**src/rtl/im_boot_loader_pkg.sv**
```systemverilog
// ---------------------------------------------------------------------------
// im_boot_loader_pkg
// Shared types and constants for the instruction-memory boot loader:
//   loader_state_e  - loader FSM states
//   WEB_ALL_WR      - SRAM byte write enables, all four lanes written
//   WEB_NONE        - SRAM byte write enables, no lane written
//   BYTES_PER_WORD  - stream bytes packed into one 32-bit IM word
// ---------------------------------------------------------------------------
package im_boot_loader_pkg;

    typedef enum logic [2:0] {
        HDR,
        LOAD,
        WR,
        VRD,
        VCMP,
        DONE,
        ERR
    } loader_state_e;

    localparam logic [3:0] WEB_ALL_WR     = 4'b0000;
    localparam logic [3:0] WEB_NONE       = 4'b1111;
    localparam int         BYTES_PER_WORD = 4;

endpackage

```
**src/rtl/im_boot_loader_byte_packer.sv**
```systemverilog
// ---------------------------------------------------------------------------
// im_boot_loader_byte_packer
// Packs an accepted byte stream into little-endian 32-bit words.
//   clk, rst     - clock, asynchronous active-high reset
//   clear        - restart packing at byte 0 of a word
//   byte_valid   - a byte is transferred this cycle (already qualified)
//   byte_data    - the transferred byte
//   word         - packed word, complete in the cycle after word_last
//   word_nxt     - word as it will be after this cycle's byte is shifted in
//   word_last    - this cycle's byte completes a word (combinational)
//   word_valid   - one-cycle pulse while word holds a freshly completed word
// ---------------------------------------------------------------------------
module im_boot_loader_byte_packer
    import im_boot_loader_pkg::*;
(
    input  logic        clk,
    input  logic        rst,
    input  logic        clear,
    input  logic        byte_valid,
    input  logic [7:0]  byte_data,
    output logic [31:0] word,
    output logic [31:0] word_nxt,
    output logic        word_last,
    output logic        word_valid
);

    localparam logic [1:0] LAST_BYTE = 2'(BYTES_PER_WORD - 1);

    logic [1:0] byte_cnt;

    // New bytes enter at the top, so after four bytes the first one sits in [7:0].
    assign word_nxt  = {byte_data, word[31:8]};
    assign word_last = byte_valid && (byte_cnt == LAST_BYTE);

    always_ff @(posedge clk or posedge rst) begin
        if (rst) begin
            byte_cnt   <= '0;
            word_valid <= 1'b0;
        end else begin
            word_valid <= word_last;
            if (clear) begin
                byte_cnt <= '0;
            end else if (byte_valid) begin
                byte_cnt <= byte_cnt + 2'd1;
            end
        end
    end

    always_ff @(posedge clk) begin
        if (byte_valid) begin
            word <= word_nxt;
        end
    end

endmodule

```
**src/rtl/im_boot_loader.sv**
```systemverilog
// ---------------------------------------------------------------------------
// im_boot_loader
// Writer side of the instruction-memory SRAM port. Receives a byte stream
// (4-byte LE word count N, then N LE words), writes the words to consecutive
// IM addresses from BASE_ADDR, optionally re-reads them and compares a 32-bit
// sum, and keeps the CPU in reset until the load has completed.
//   clk       - system clock (SRAM runs on ~clk)
//   rst       - asynchronous active-high reset
//   in_valid  - byte available on in_data
//   in_data   - stream byte
//   in_ready  - byte accepted this cycle when in_valid is also high
//   sram_cs   - SRAM chip select
//   sram_oe   - SRAM output enable
//   sram_web  - SRAM byte write enables, active low
//   sram_a    - SRAM word address
//   sram_di   - SRAM write data
//   sram_do   - SRAM read data, valid at the rising edge after its address
//   cpu_hold  - 1 keeps the CPU in reset and the IM port owned by the loader
//   done      - load (and verify) finished, sticky
//   error     - length overflow or checksum mismatch, sticky
// All outputs are registered; the register inputs are derived from the next
// state so that the pins always describe the state the FSM is in.
// ---------------------------------------------------------------------------
module im_boot_loader
    import im_boot_loader_pkg::*;
#(
    parameter int ADDR_W    = 14,
    parameter int BASE_ADDR = 0,
    parameter bit VERIFY    = 1'b1
) (
    input  logic              clk,
    input  logic              rst,
    input  logic              in_valid,
    input  logic [7:0]        in_data,
    output logic              in_ready,
    output logic              sram_cs,
    output logic              sram_oe,
    output logic [3:0]        sram_web,
    output logic [ADDR_W-1:0] sram_a,
    output logic [31:0]       sram_di,
    input  logic [31:0]       sram_do,
    output logic              cpu_hold,
    output logic              done,
    output logic              error
);

    // Largest word count that still fits between BASE_ADDR and the top of memory.
    localparam logic [32:0]       MAX_N = 33'((64'd1 << ADDR_W) - 64'(BASE_ADDR));
    localparam logic [ADDR_W-1:0] BASE  = ADDR_W'(BASE_ADDR);

    function automatic logic [31:0] wrap_add(input logic [31:0] a, input logic [31:0] b);
        return a + b;
    endfunction

    loader_state_e     state, state_d;
    logic [ADDR_W:0]   idx, idx_d, idx_inc;
    logic [ADDR_W:0]   n_cnt, n_d;
    logic [31:0]       sum_wr, sum_wr_d;
    logic [31:0]       sum_rd, sum_rd_total;
    logic [31:0]       rd_data_p1;
    logic              vld_p1;

    logic              cs_d, oe_d;
    logic [3:0]        web_d;
    logic [ADDR_W-1:0] a_d;
    logic [31:0]       di_d;

    logic              take;
    logic              pk_clear;
    logic [31:0]       word, word_nxt;
    logic              word_last, word_valid;

    assign take     = in_valid && in_ready;
    assign pk_clear = (state == DONE) || (state == ERR);
    assign idx_inc  = idx + 1'b1;

    im_boot_loader_byte_packer u_packer (
        .clk        (clk),
        .rst        (rst),
        .clear      (pk_clear),
        .byte_valid (take),
        .byte_data  (in_data),
        .word       (word),
        .word_nxt   (word_nxt),
        .word_last  (word_last),
        .word_valid (word_valid)
    );

    // The last read word is still in the capture register during VCMP, so fold it in here.
    assign sum_rd_total = wrap_add(sum_rd, vld_p1 ? rd_data_p1 : 32'd0);

    always_comb begin
        state_d  = state;
        idx_d    = idx;
        n_d      = n_cnt;
        sum_wr_d = sum_wr;
        cs_d     = 1'b0;
        oe_d     = 1'b0;
        web_d    = WEB_NONE;
        a_d      = sram_a;
        di_d     = sram_di;
        unique case (state)
            HDR: begin
                if (word_last) begin
                    idx_d = '0;
                    if (word_nxt == 32'd0) begin
                        state_d = DONE;
                    end else if ({1'b0, word_nxt} > MAX_N) begin
                        state_d = ERR;
                    end else begin
                        n_d     = word_nxt[ADDR_W:0];
                        state_d = LOAD;
                    end
                end
            end
            LOAD: begin
                if (word_last) begin
                    state_d = WR;
                    cs_d    = 1'b1;
                    web_d   = WEB_ALL_WR;
                    a_d     = BASE + idx[ADDR_W-1:0];
                    di_d    = word_nxt;
                end
            end
            WR: begin
                if (word_valid) begin
                    sum_wr_d = wrap_add(sum_wr, word);
                end
                idx_d = idx_inc;
                if (idx_inc == n_cnt) begin
                    if (VERIFY) begin
                        // First read address goes out together with the entry into VRD.
                        state_d = VRD;
                        idx_d   = {{ADDR_W{1'b0}}, 1'b1};
                        cs_d    = 1'b1;
                        oe_d    = 1'b1;
                        a_d     = BASE;
                    end else begin
                        state_d = DONE;
                    end
                end else begin
                    state_d = LOAD;
                end
            end
            VRD: begin
                // idx counts read addresses already issued.
                if (idx == n_cnt) begin
                    state_d = VCMP;
                end else begin
                    cs_d  = 1'b1;
                    oe_d  = 1'b1;
                    a_d   = BASE + idx[ADDR_W-1:0];
                    idx_d = idx_inc;
                end
            end
            VCMP: begin
                state_d = (sum_rd_total == sum_wr) ? DONE : ERR;
            end
            DONE: state_d = DONE;
            ERR:  state_d = ERR;
            default: state_d = HDR;
        endcase
    end

    always_ff @(posedge clk or posedge rst) begin
        if (rst) begin
            state    <= HDR;
            idx      <= '0;
            n_cnt    <= '0;
            sum_wr   <= '0;
            sum_rd   <= '0;
            vld_p1   <= 1'b0;
            in_ready <= 1'b0;
            sram_cs  <= 1'b0;
            sram_oe  <= 1'b0;
            sram_web <= WEB_NONE;
            sram_a   <= '0;
            sram_di  <= '0;
            cpu_hold <= 1'b1;
            done     <= 1'b0;
            error    <= 1'b0;
        end else begin
            state    <= state_d;
            idx      <= idx_d;
            n_cnt    <= n_d;
            sum_wr   <= sum_wr_d;
            // Read data stage: every VRD cycle has an address on the pins.
            vld_p1   <= (state == VRD);
            if (vld_p1) begin
                sum_rd <= wrap_add(sum_rd, rd_data_p1);
            end
            in_ready <= (state_d == HDR) || (state_d == LOAD);
            sram_cs  <= cs_d;
            sram_oe  <= oe_d;
            sram_web <= web_d;
            sram_a   <= a_d;
            sram_di  <= di_d;
            cpu_hold <= (state_d != DONE);
            done     <= (state_d == DONE);
            error    <= (state_d == ERR);
        end
    end

    always_ff @(posedge clk) begin
        rd_data_p1 <= sram_do;
    end

endmodule

```
**config.mk**
```make
export PLATFORM = sky130hd
export DESIGN_NAME = im_boot_loader
export DESIGN_NICKNAME = d
export VERILOG_FILES = /design/src/rtl/im_boot_loader_pkg.sv /design/src/rtl/im_boot_loader_byte_packer.sv /design/src/rtl/im_boot_loader.sv
export SDC_FILE = /design/constraint.sdc
export NUM_CORES = 1
export LEC_CHECK = 0
export BUFFER_PORTS_ARGS = -buffer_cell sky130_fd_sc_hd__buf_4
export CAP_MARGIN = 15
export CORE_ASPECT_RATIO = 1.25
export CORE_UTILIZATION = 44
export CTS_CLUSTER_DIAMETER = 30
export DETAILED_ROUTE_END_ITERATION = 10
export SLEW_MARGIN = 30
export SYNTH_ARGS = -nofsm -noshare
export SYNTH_HDL_FRONTEND = slang
export SYNTH_SLANG_ARGS = --single-unit
```
**constraint.sdc**
```tcl
create_clock -name clk -period 7.5 [get_ports clk]
set_input_delay 1.125 -clock clk [delete_from_list [all_inputs] [get_ports clk]]
set_output_delay 1.125 -clock clk [all_outputs]
set_load 0.05 [all_outputs]
```
==> Word level (Yosys, flattened, before mapping) <==
Cells that the tools add are included.
{ "word_totals": {"reg_bits": 221, "inputBits": 43, "out_inout_bits": 56, "word_cells": 86} }
{ "classes": {"addsub": 5, "n_lt_le_gt_ge": 1, "eq_ne": 18, "muxes": 26, "bitwise": 2, "n_reduce_logical": 15} }
{ "ops": {"columns": ["cell", "count"], "rows": [
  ["32-bit adder", 3],
  ["15-bit 2-to-1 mux", 3],
  ["15-bit one-hot mux with 3 select lines", 1],
  ["14-bit 2-to-1 mux", 3],
  ["14-bit one-hot mux with 3 select lines", 1],
  ["32-bit == test", 1],
  ["32-bit by 15-bit greater-than comparator with 1-bit output (second input constant)", 1],
  ["32-bit zero test", 1],
  ["32-bit 2-to-1 mux", 1],
  ["15-bit == test", 2],
  ["3-bit one-hot mux with 7 select lines", 1],
  ["15-bit by 1-bit adder with 15-bit output (second input constant)", 1],
  ["3-bit == test (second input constant)", 5],
  ["3-bit 2-to-1 mux", 5],
  ["2-bit 2-to-1 mux", 4],
  ["4-bit 2-to-1 mux", 2],
  ["4-bit AND reduction", 2],
  ["3-bit by 1-bit == test with 1-bit output (second input constant)", 2],
  ["3-bit by 2-bit == test with 1-bit output (second input constant)", 2],
  ["3-bit zero test", 2],
  ["3-bit nonzero test", 2],
  ["2-bit by 1-bit != test with 1-bit output (second input constant)", 2],
  ["2-bit != test (second input constant)", 2],
  ["2-bit AND reduction", 2],
  ["11 further kinds", 16]
]} }

==> Logic depth before layout (Yosys ltp) <==
Gate-level depths: netlist of the first run.
{ "depth": {"word_depth": 7, "ltp_mapped": 16, "depth_no_buf": 13} }

==> Modules after synthesis <==
From an unflattened synthesis of the first run, not the netlist that was laid out.
{ "hier_totals": {"cells_unflattened": 1408, "hier_area_um2": 13810.7} }
{ "modules_own_cells": {"columns": ["module", "instances", "cells_each", "area_per_inst_um2"], "rows": [
  ["im_boot_loader", 1, 1334, 12484.5],
  ["im_boot_loader_byte_packer", 1, 74, 1326.3]
]} }

==> Worst setup path after synthesis of the first run <==
No wires, ideal clock.
{ "synth_timing": {"path_type": "flip-flop to flip-flop", "startpoint": "register vld_p1", "endpoint": "register error", "t_arrival_ns": 3.909, "setup_slack_ns": 3.464, "path_stages_with_launch": 17, "path_buffers": 3, "synth_period_minus_slack_ns": 4.036, "path_cell_list": "dfrtp_1 clkbuf_1 clkbuf_1 buf_1 and2_1 ha_1 fa_1 xnor2_1 nand2_1 a221oi_2 nand4_1 nand4b_1 or4_1 or4_1 nor3_1 and4_4 a22oi_1"} }
{ "synth_via": {"elab_chain_cells": 6} }
{ "synth_rtl": {"columns": ["item", "line", "rtl"], "rows": [
  ["from (decl)", "im_boot_loader.sv:61", "logic vld_p1;"],
  ["from (signal assigned)", "im_boot_loader.sv:188", "vld_p1 <= (state == VRD);"],
  ["32-bit 2-to-1 mux", "im_boot_loader.sv:90", "assign sum_rd_total = wrap_add(sum_rd, vld_p1 ? rd_data_p1 : 32'd0);"],
  ["32-bit adder", "im_boot_loader.sv:52", "return a + b;"],
  ["32-bit == test", "im_boot_loader.sv:157", "state_d = (sum_rd_total == sum_wr) ? DONE : ERR;"],
  ["2-bit 2-to-1 mux", "im_boot_loader.sv:157", null],
  ["3-bit one-hot mux with 7 select lines", "im_boot_loader.sv:102", "unique case (state)"],
  ["3-bit == test", "im_boot_loader.sv:200", "error <= (state_d == ERR);"],
  ["to (signal assigned)", "im_boot_loader.sv:200", null],
  ["to (decl)", "im_boot_loader.sv:44", "output logic error"]
]} }
No other way between the ends.
A chain may end at the register's enable or synchronous reset.

==> Worst setup path in the final report of the first run <==
{ "layout_timing": {"startpoint": "register vld_p1", "endpoint": "register state[1]"} }
{ "layout_via": {"elab_chain_cells": 5} }
{ "layout_rtl": {"columns": ["item", "line", "rtl"], "rows": [
  ["32-bit 2-to-1 mux", "im_boot_loader.sv:90", null],
  ["32-bit adder", "im_boot_loader.sv:52", null],
  ["32-bit == test", "im_boot_loader.sv:157", null],
  ["2-bit 2-to-1 mux", "im_boot_loader.sv:157", null],
  ["3-bit one-hot mux with 7 select lines", "im_boot_loader.sv:102", null],
  ["via state_d[1]", "im_boot_loader.sv:55", "loader_state_e state, state_d;"],
  ["to (signal assigned)", "im_boot_loader.sv:183", "state <= state_d;"],
  ["to (decl)", "im_boot_loader.sv:55", null]
]} }
The timed path passes the listed nets, and every way through them passes these cells.

==> results of run 1 <==
## worst max-delay path: stages, from the launching register on
cell and delay [ps]:
dfrtp_1 310, buf_4 470, clkinv_1 180, nor2_1 230, ha_1 190, a21o_1 100
o2bb2ai_1 170, o21ai_0 230, a21o_1 250, a2111oi_1 930, nor2_1 120, o22a_1 200
a2111oi_0 350, and4_4 320, a21oi_1 70
## cell type report
cell class                      instances  area (sq um)  share of cell area
Sequential cell                       218          5460               0.325
Clock buffer                           60          1360              0.0808
Clock inverter                         34           419              0.0249
Tap cell                              407           509              0.0303
Multi-Input combinational cell       1150          8080               0.481
Inverter                               47           181              0.0108
Timing Repair Buffer                  106           803              0.0478
## logic make-up (layout without fill, tap and decap cells)
kind of cell    Yosys count  after routing
compound gates          411            411
xor+xnor                117            117
fa+ha+maj                98             98
buf+inv                 114            247
flops                   218            218
mux                      75             75
simple gates            449            449
## stage by stage
| stage | setup WS [ps] | total power, mW |
|---|---|---|
| 6_report | 3200 | 7.97 |
| 5_1_grt | 2890 | 8.52 |
| 4_1_cts | 3240 | 8.00 |
| 3_5_place_dp | 3260 | 5.70 |
| 3_3_place_gp | 2990 | 5.68 |
| 2_1_floorplan | 2230 | 4.75 |
## sequential cells by signal, indices dropped and copies added, names as in the netlist, 2 cells and up
signal,count
u_packer.word,32
u_packer.byte_cnt,2
sum_rd,32
idx,15
n_cnt,15
state,3
rd_data_p1,32
sram_a,14
sram_di,32
sum_wr,32
## cells in the mapped netlist (all sizes together) (10+ instances only)
| library cell | instances |
|---|---|
| nor2 | 78 |
| nand3 | 28 |
| a21oi | 90 |
| mux2 | 72 |
| clkbuf | 49 |
| a31oi | 11 |
| or3 | 13 |
| edfxtp | 32 |
| buf | 18 |
| nand2b | 21 |
| o21bai | 12 |
| or4 | 10 |
| o211ai | 14 |
| nor2b | 15 |
| a21o | 45 |
| dfrtp | 152 |
| ha | 95 |
| o31ai | 20 |
| o21ai | 113 |
| nand2 | 147 |
| dfxtp | 32 |
| o21a | 18 |
| a211oi | 13 |
| nor4 | 17 |
| xnor2 | 73 |
| inv | 46 |
| and2 | 37 |
| xor2 | 44 |
| nor3 | 22 |
| nand4 | 26 |
## power by group through the flow
stage,Clock (mW),Combinational (mW),Sequential (mW)
5_1_grt,2.35,4.17,2.00
6_report,2.24,3.78,1.95
3_5_place_dp,0,3.73,1.97
2_1_floorplan,0,2.61,2.15
3_3_place_gp,0,3.71,1.97
4_1_cts,2.29,3.76,1.95
## path summary, 6_finish.rpt
kind / from / to / slack (ps) / cells after the start
max: vld_p1 / state[1] / 3200 / 14
max in group asynchronous: rst / sram_di[23] / 5590 / 3
min: sram_a[7] / sram_a[7] / 480 / 2
min in group asynchronous: rst / sum_rd[30] / 720 / 2
max reg2reg: vld_p1 / state[1] / 3200 / 14
min reg2reg: sram_a[7] / sram_a[7] / 480 / 2
## routing by layer
metal  global-route usage  share of wire  up-vias
met2                0.408           0.50      231
li1                     -              -     5608
met4               0.0997          0.036        0
met1                0.276           0.43     5483
met5                    0              0        -
met3               0.0361          0.038       93
==> qor.txt, run 1 <==
Unique masters post-synth = 83
outcome = completed
Nets = 1,714
P_leak = 7.60 nW
vias = 11,400
most common cell after layout, fill and taps aside = dfrtp_1
Worst EP required = 7940 ps
worst slew pin tran = 1020 ps
crit path kind = flip-flop to flip-flop
Yosys Warn Count = 0
initial antenna violation count = 0
Async S/R FF share, synth = 0.706
Area contributors post-synth = dfrtp_1, ha_1, edfxtp_1
placed inst area = 15,000 sq um
first-pass GRT wire length = 60,300 um
first-pass detailed-route iteration total = 5
xor-xnor portion of the synthesized cell area = 0.0738
Syn Inst Count = 1,482
PwrDens = 474 nW/um^2
cts bufs inserted = 50
crit end category = flip-flop
clk sinks = 218
clk_skew = 20.3 ps
WL final = 36,600 um
Layout Cells excl Fill = 2,022
root buf cell = clkbuf_16
EDFF count, synth = 32
share of the synthesized area in the top cell type = 0.272
routability cong. = 0.981
CTS Buffer Depth = 3
IO buf count = 98
simple-gate share of the synthesized area = 0.161
Skew-Pair Late Insertion Delay = 570 ps
Hold Path Class = flip-flop to flip-flop
Setup Fix Bufs, Post-CTS = 0
mux cell area share after synthesis = 0.0601
Post-Syn Nets = 1,623
Synth Area per Inst = 9.44 sq um
post-synthesis sequential area ratio = 0.390
initial core utilization = 0.450
Hold Buf Count CTS = 0
core area = 31,100 sq um
Crit path arrival time = 4730 ps
Filler cells = 2,824
combinational share of power = 0.474
fin crit period = 4300 ps
Pint = 4.60 mW
Synth Area in Compound Gates = 0.192
sequential power share = 0.244
GR Overflow Total = 0
largest net degree at the start of global routing = 81
Post-Synthesis Cell Area = 14,000 sq um
fin. max-slew vios = 0
H-tree depth = 2
Die W = 162 um
final setup violation count = 0
TritonCTS clock tree = yes
ratio of cells with drive above 1 in the final layout = 0.185
RSZ-0062 raised after global routing = false
die height = 201 um
sw frac = 0.422
Post-Synth Adder-Cell Area = 0.0892
commonest non-fill, non-tap cells in the layout = dfrtp_1, nand2_1, o21ai_0, buf_4, ha_1
ANT cells = 0
Synth Flop Type = dfrtp_1
worst vdd ir = 0.000310 V
Startpoint Class = flip-flop
CP Max Fanout = 62
placed insts = 1,927
P_sw = 3.36 mW
Slew headroom = 0.316
Final HPWL DP = 27,000 um
maxcap violations = 0
Final ANT Viol Nets = 0
FP Rows = 72
die area = 32,500 sq um
Area Overhead vs Synth = 20.1%
total negative slack = 0 ps
Final period util = 0.573
clock power share = 0.281
Synth area leader = dfrtp_1
post-cts repair resize count = 0
FF+latch count, synth = 218
fin util = 0.541
post-route cell area = 16,800 sq um
DR iter-0 viols = 569
clock-pin slew on the worst setup and hold paths = 50 ps
wire per inst = 18.1 um
Max Freq = 233 MHz
worst hold margin = 479 ps
vias in the first global route = 11,700
I/O pin cnt = 99
final number of hold-violating endpoints = 0
drt drc = 0
GRT Util Overall = 0.231
post-DR vias/cell = 5.65
combinational family with the most area after synthesis = compound AO/OA/AOI/OAI gates
Note: power is estimated with default switching activity, not from simulation.
==> run 2: changes to the inputs <==
==> constraint.sdc (replaced) <==
create_clock -name clk -period 4.35 [get_ports clk]
set_input_delay 0.6525 -clock clk [delete_from_list [all_inputs] [get_ports clk]]
set_output_delay 0.6525 -clock clk [all_outputs]
set_load 0.05 [all_outputs]
==> run 2 against run 1 <==
Fmax rose by 3.1%. Routed wire length rose by 2.6%. Critical path depth did not move. Global-route usage rose by 0.33 points. Sequential cell count did not move. Via count rose by 0.64%. Clock power rose by 90%. Core utilization rose by 1.1 points. Clock-buffer cell count rose by 7. Non-clock buffer count rose by 22. Worst setup slack got worse by 3000 ps. Worst hold slack got worse by 290 ps. Critical path type unchanged. Critical endpoint is now error. Largest cell class unchanged. Largest power group unchanged.
==> qor.txt, run 2 (same netlist as run 1, synthesis figures left out) <==
CP Max Fanout = 32 (-48%)
worst slew pin tran = 643 ps (-381 ps)
Skew-Pair Late Insertion Delay = 570 ps (about the same)
PwrDens = 830 nW/um^2 (+75%)
combinational share of power = 0.464 (-0.010)
final worst slack = 186 ps (-3020 ps)
Final period util = 0.957 (+0.385)
crit path kind = flip-flop to flip-flop
ANT cells = 0 (unchanged)
Layout Cells excl Fill = 2,050 (+1.4%)
sw frac = 0.407 (-0.0145)
H-tree depth = 2 (unchanged)
Worst EP required = 4790 ps (-3150 ps)
I/O pin cnt = 99 (unchanged)
die height = 201 um (unchanged)
worst vdd ir = 0.000596 V (+92%)
final setup violation count = 0 (unchanged)
Startpoint Class = flip-flop
CP Cell Sequence = buf_12 -> buf_4 -> and2_1 -> ha_1 -> a21o_1 -> a21oi_1 -> o211ai_1 -> a21oi_1 -> or3_1 -> or4_1 -> or4_1 -> nor3_1 -> and4_4 -> a22oi_1
crit end category = flip-flop
Max Freq = 240 MHz (+3.1%)
IO buf count = 98 (unchanged)
Setup Fix Bufs, Post-CTS = 0 (unchanged)
die area = 32,500 sq um (unchanged)
initial antenna violation count = 0 (unchanged)
Nets = 1,739 (+1.5%)
GR Overflow Total = 0 (unchanged)
Hold Startpoint = sram_do[31]
Critical-path top delay cell = or4_1
crit path launch = vld_p1
commonest non-fill, non-tap cells in the layout = dfrtp_1, nand2_1, buf_4, o21ai_0, ha_1
RSZ-0062 raised after global routing = false
max incr delay on CP = 510 ps (-420 ps)
Pint = 8.44 mW (+83%)
fin. max-slew vios = 0 (unchanged)
drt drc = 0 (unchanged)
Final ANT Viol Nets = 0 (unchanged)
initial core utilization = 0.450 (unchanged)
clk_skew = 14.4 ps (-5.97 ps)
largest net degree at the start of global routing = 155 (+91%)
clock-pin slew on the worst setup and hold paths = 50 ps (about the same)
ratio of cells with drive above 1 in the final layout = 0.195 (+0.00963)
Final HPWL DP = 27,700 um (+2.8%)
cts bufs inserted = 53 (+6.0%)
Hold Path Class = input pin to flip-flop
final number of hold-violating endpoints = 0 (unchanged)
post-DR vias/cell = 5.60 (-0.74%)
DR iter-0 viols = 557 (-2.1%)
first-pass GRT wire length = 61,000 um (+1.1%)
wire per inst = 18.3 um (+1.2%)
most common cell after layout, fill and taps aside = dfrtp_1
first-pass detailed-route iteration total = 5 (unchanged)
Crit path arrival time = 4600 ps (-130 ps)
Area Overhead vs Synth = 22.7%
outcome = completed
Slew headroom = 0.568 (+0.252)
TritonCTS clock tree = yes
Die W = 162 um (unchanged)
root buf cell = clkbuf_16
Hold Buf Count CTS = 0 (unchanged)
post-cts repair resize count = 0 (unchanged)
total negative slack = 0 ps (unchanged)
vias = 11,500 (+0.64%)
P_sw = 5.80 mW (+73%)
maxcap violations = 0 (unchanged)
sequential power share = 0.236 (-0.008)
clock power share = 0.299 (+0.018)
core area = 31,100 sq um (unchanged)
routability cong. = 0.941 (-4.1%)
clk sinks = 218 (unchanged)
WL final = 37,600 um (+2.6%)
GRT Util Overall = 0.235 (+0.00335)
CTS Buffer Depth = 3 (unchanged)
fin crit period = 4160 ps (-131 ps)
worst slack, placed = 209 ps (-3050 ps)
P_leak = 7.80 nW (+2.6%)
vias in the first global route = 11,700 (+0.10%)
placed insts = 1,949 (+1.1%)
r2r startpoint = vld_p1
FP Rows = 72 (unchanged)
## run 2: changes by cell type in the layout (fill, tap and decap cells not counted), sizes merged
cell and delta:
clkinvlp -2, inv -2, buf +22, clkinv -3, bufinv +6, clkbuf +7
## run 2: layout make-up
cell class	instances	area, sq um
clock inverter	33	514
fill	2785	13900
timing repair buffer	128	1010
tap	407	509
inverter	47	180
sequential	218	5460
multi-input combinational	1150	8080
clock buffer	67	1420
## run 2: power by group through the flow
stage	sequential, mW	clock [mW]	combinational [mW]
floorplan	3.70	0	4.49
CTS	3.37	4.34	6.60
global route	3.45	4.45	7.28
global placement	3.39	0	6.51
detailed placement	3.39	0	6.57
finish	3.36	4.26	6.61
## run 2: worst paths after layout
kind | end | slack [ps] | depth (start not counted)
max | error | 190 | 14
min | rd_data_p1[31] | 190 | 1
max reg2reg | error | 190 | 14
min reg2reg | sram_a[3] | 480 | 2
max in group asynchronous | sram_a[5] | 3360 | 4
min in group asynchronous | sum_wr[3] | 230 | 3
## run 2: through the flow
| stage | util | hold slack, ps | area, sq um | total power, mW |
|---|---|---|---|---|
| finish | 0.552 | 193 | 17200 | 14.2 |
| global route | 0.552 | 173 | 17200 | 15.2 |
| CTS | 0.551 | 169 | 17100 | 14.3 |
| detailed placement | 0.489 | 471 | 15200 | 9.96 |
| global placement | 0.489 | 468 | 15200 | 9.90 |
| floorplan | - | 424 | 14000 | 8.19 |
## run 2: critical path: cells and delay by family (launching register included)
| kind | cells | cell delay [ps] |
|---|---|---|
| adder cells (fa/ha/maj) | 1 | 320 |
| AND/OR/NAND/NOR | 6 | 2150 |
| AO/OA/AOI/OAI | 5 | 830 |
| buffers and inverters | 2 | 340 |
| flip-flops | 1 | 390 |
## run 2: layer usage
layer  track usage  vias to the layer above  routed length, um
met2         0.414                      258              18500
met1         0.276                     5471              15800
met4         0.105                        0               1610
li1              -                     5668                  -
met3        0.0418                       91               1570
met5             0                        -                  0
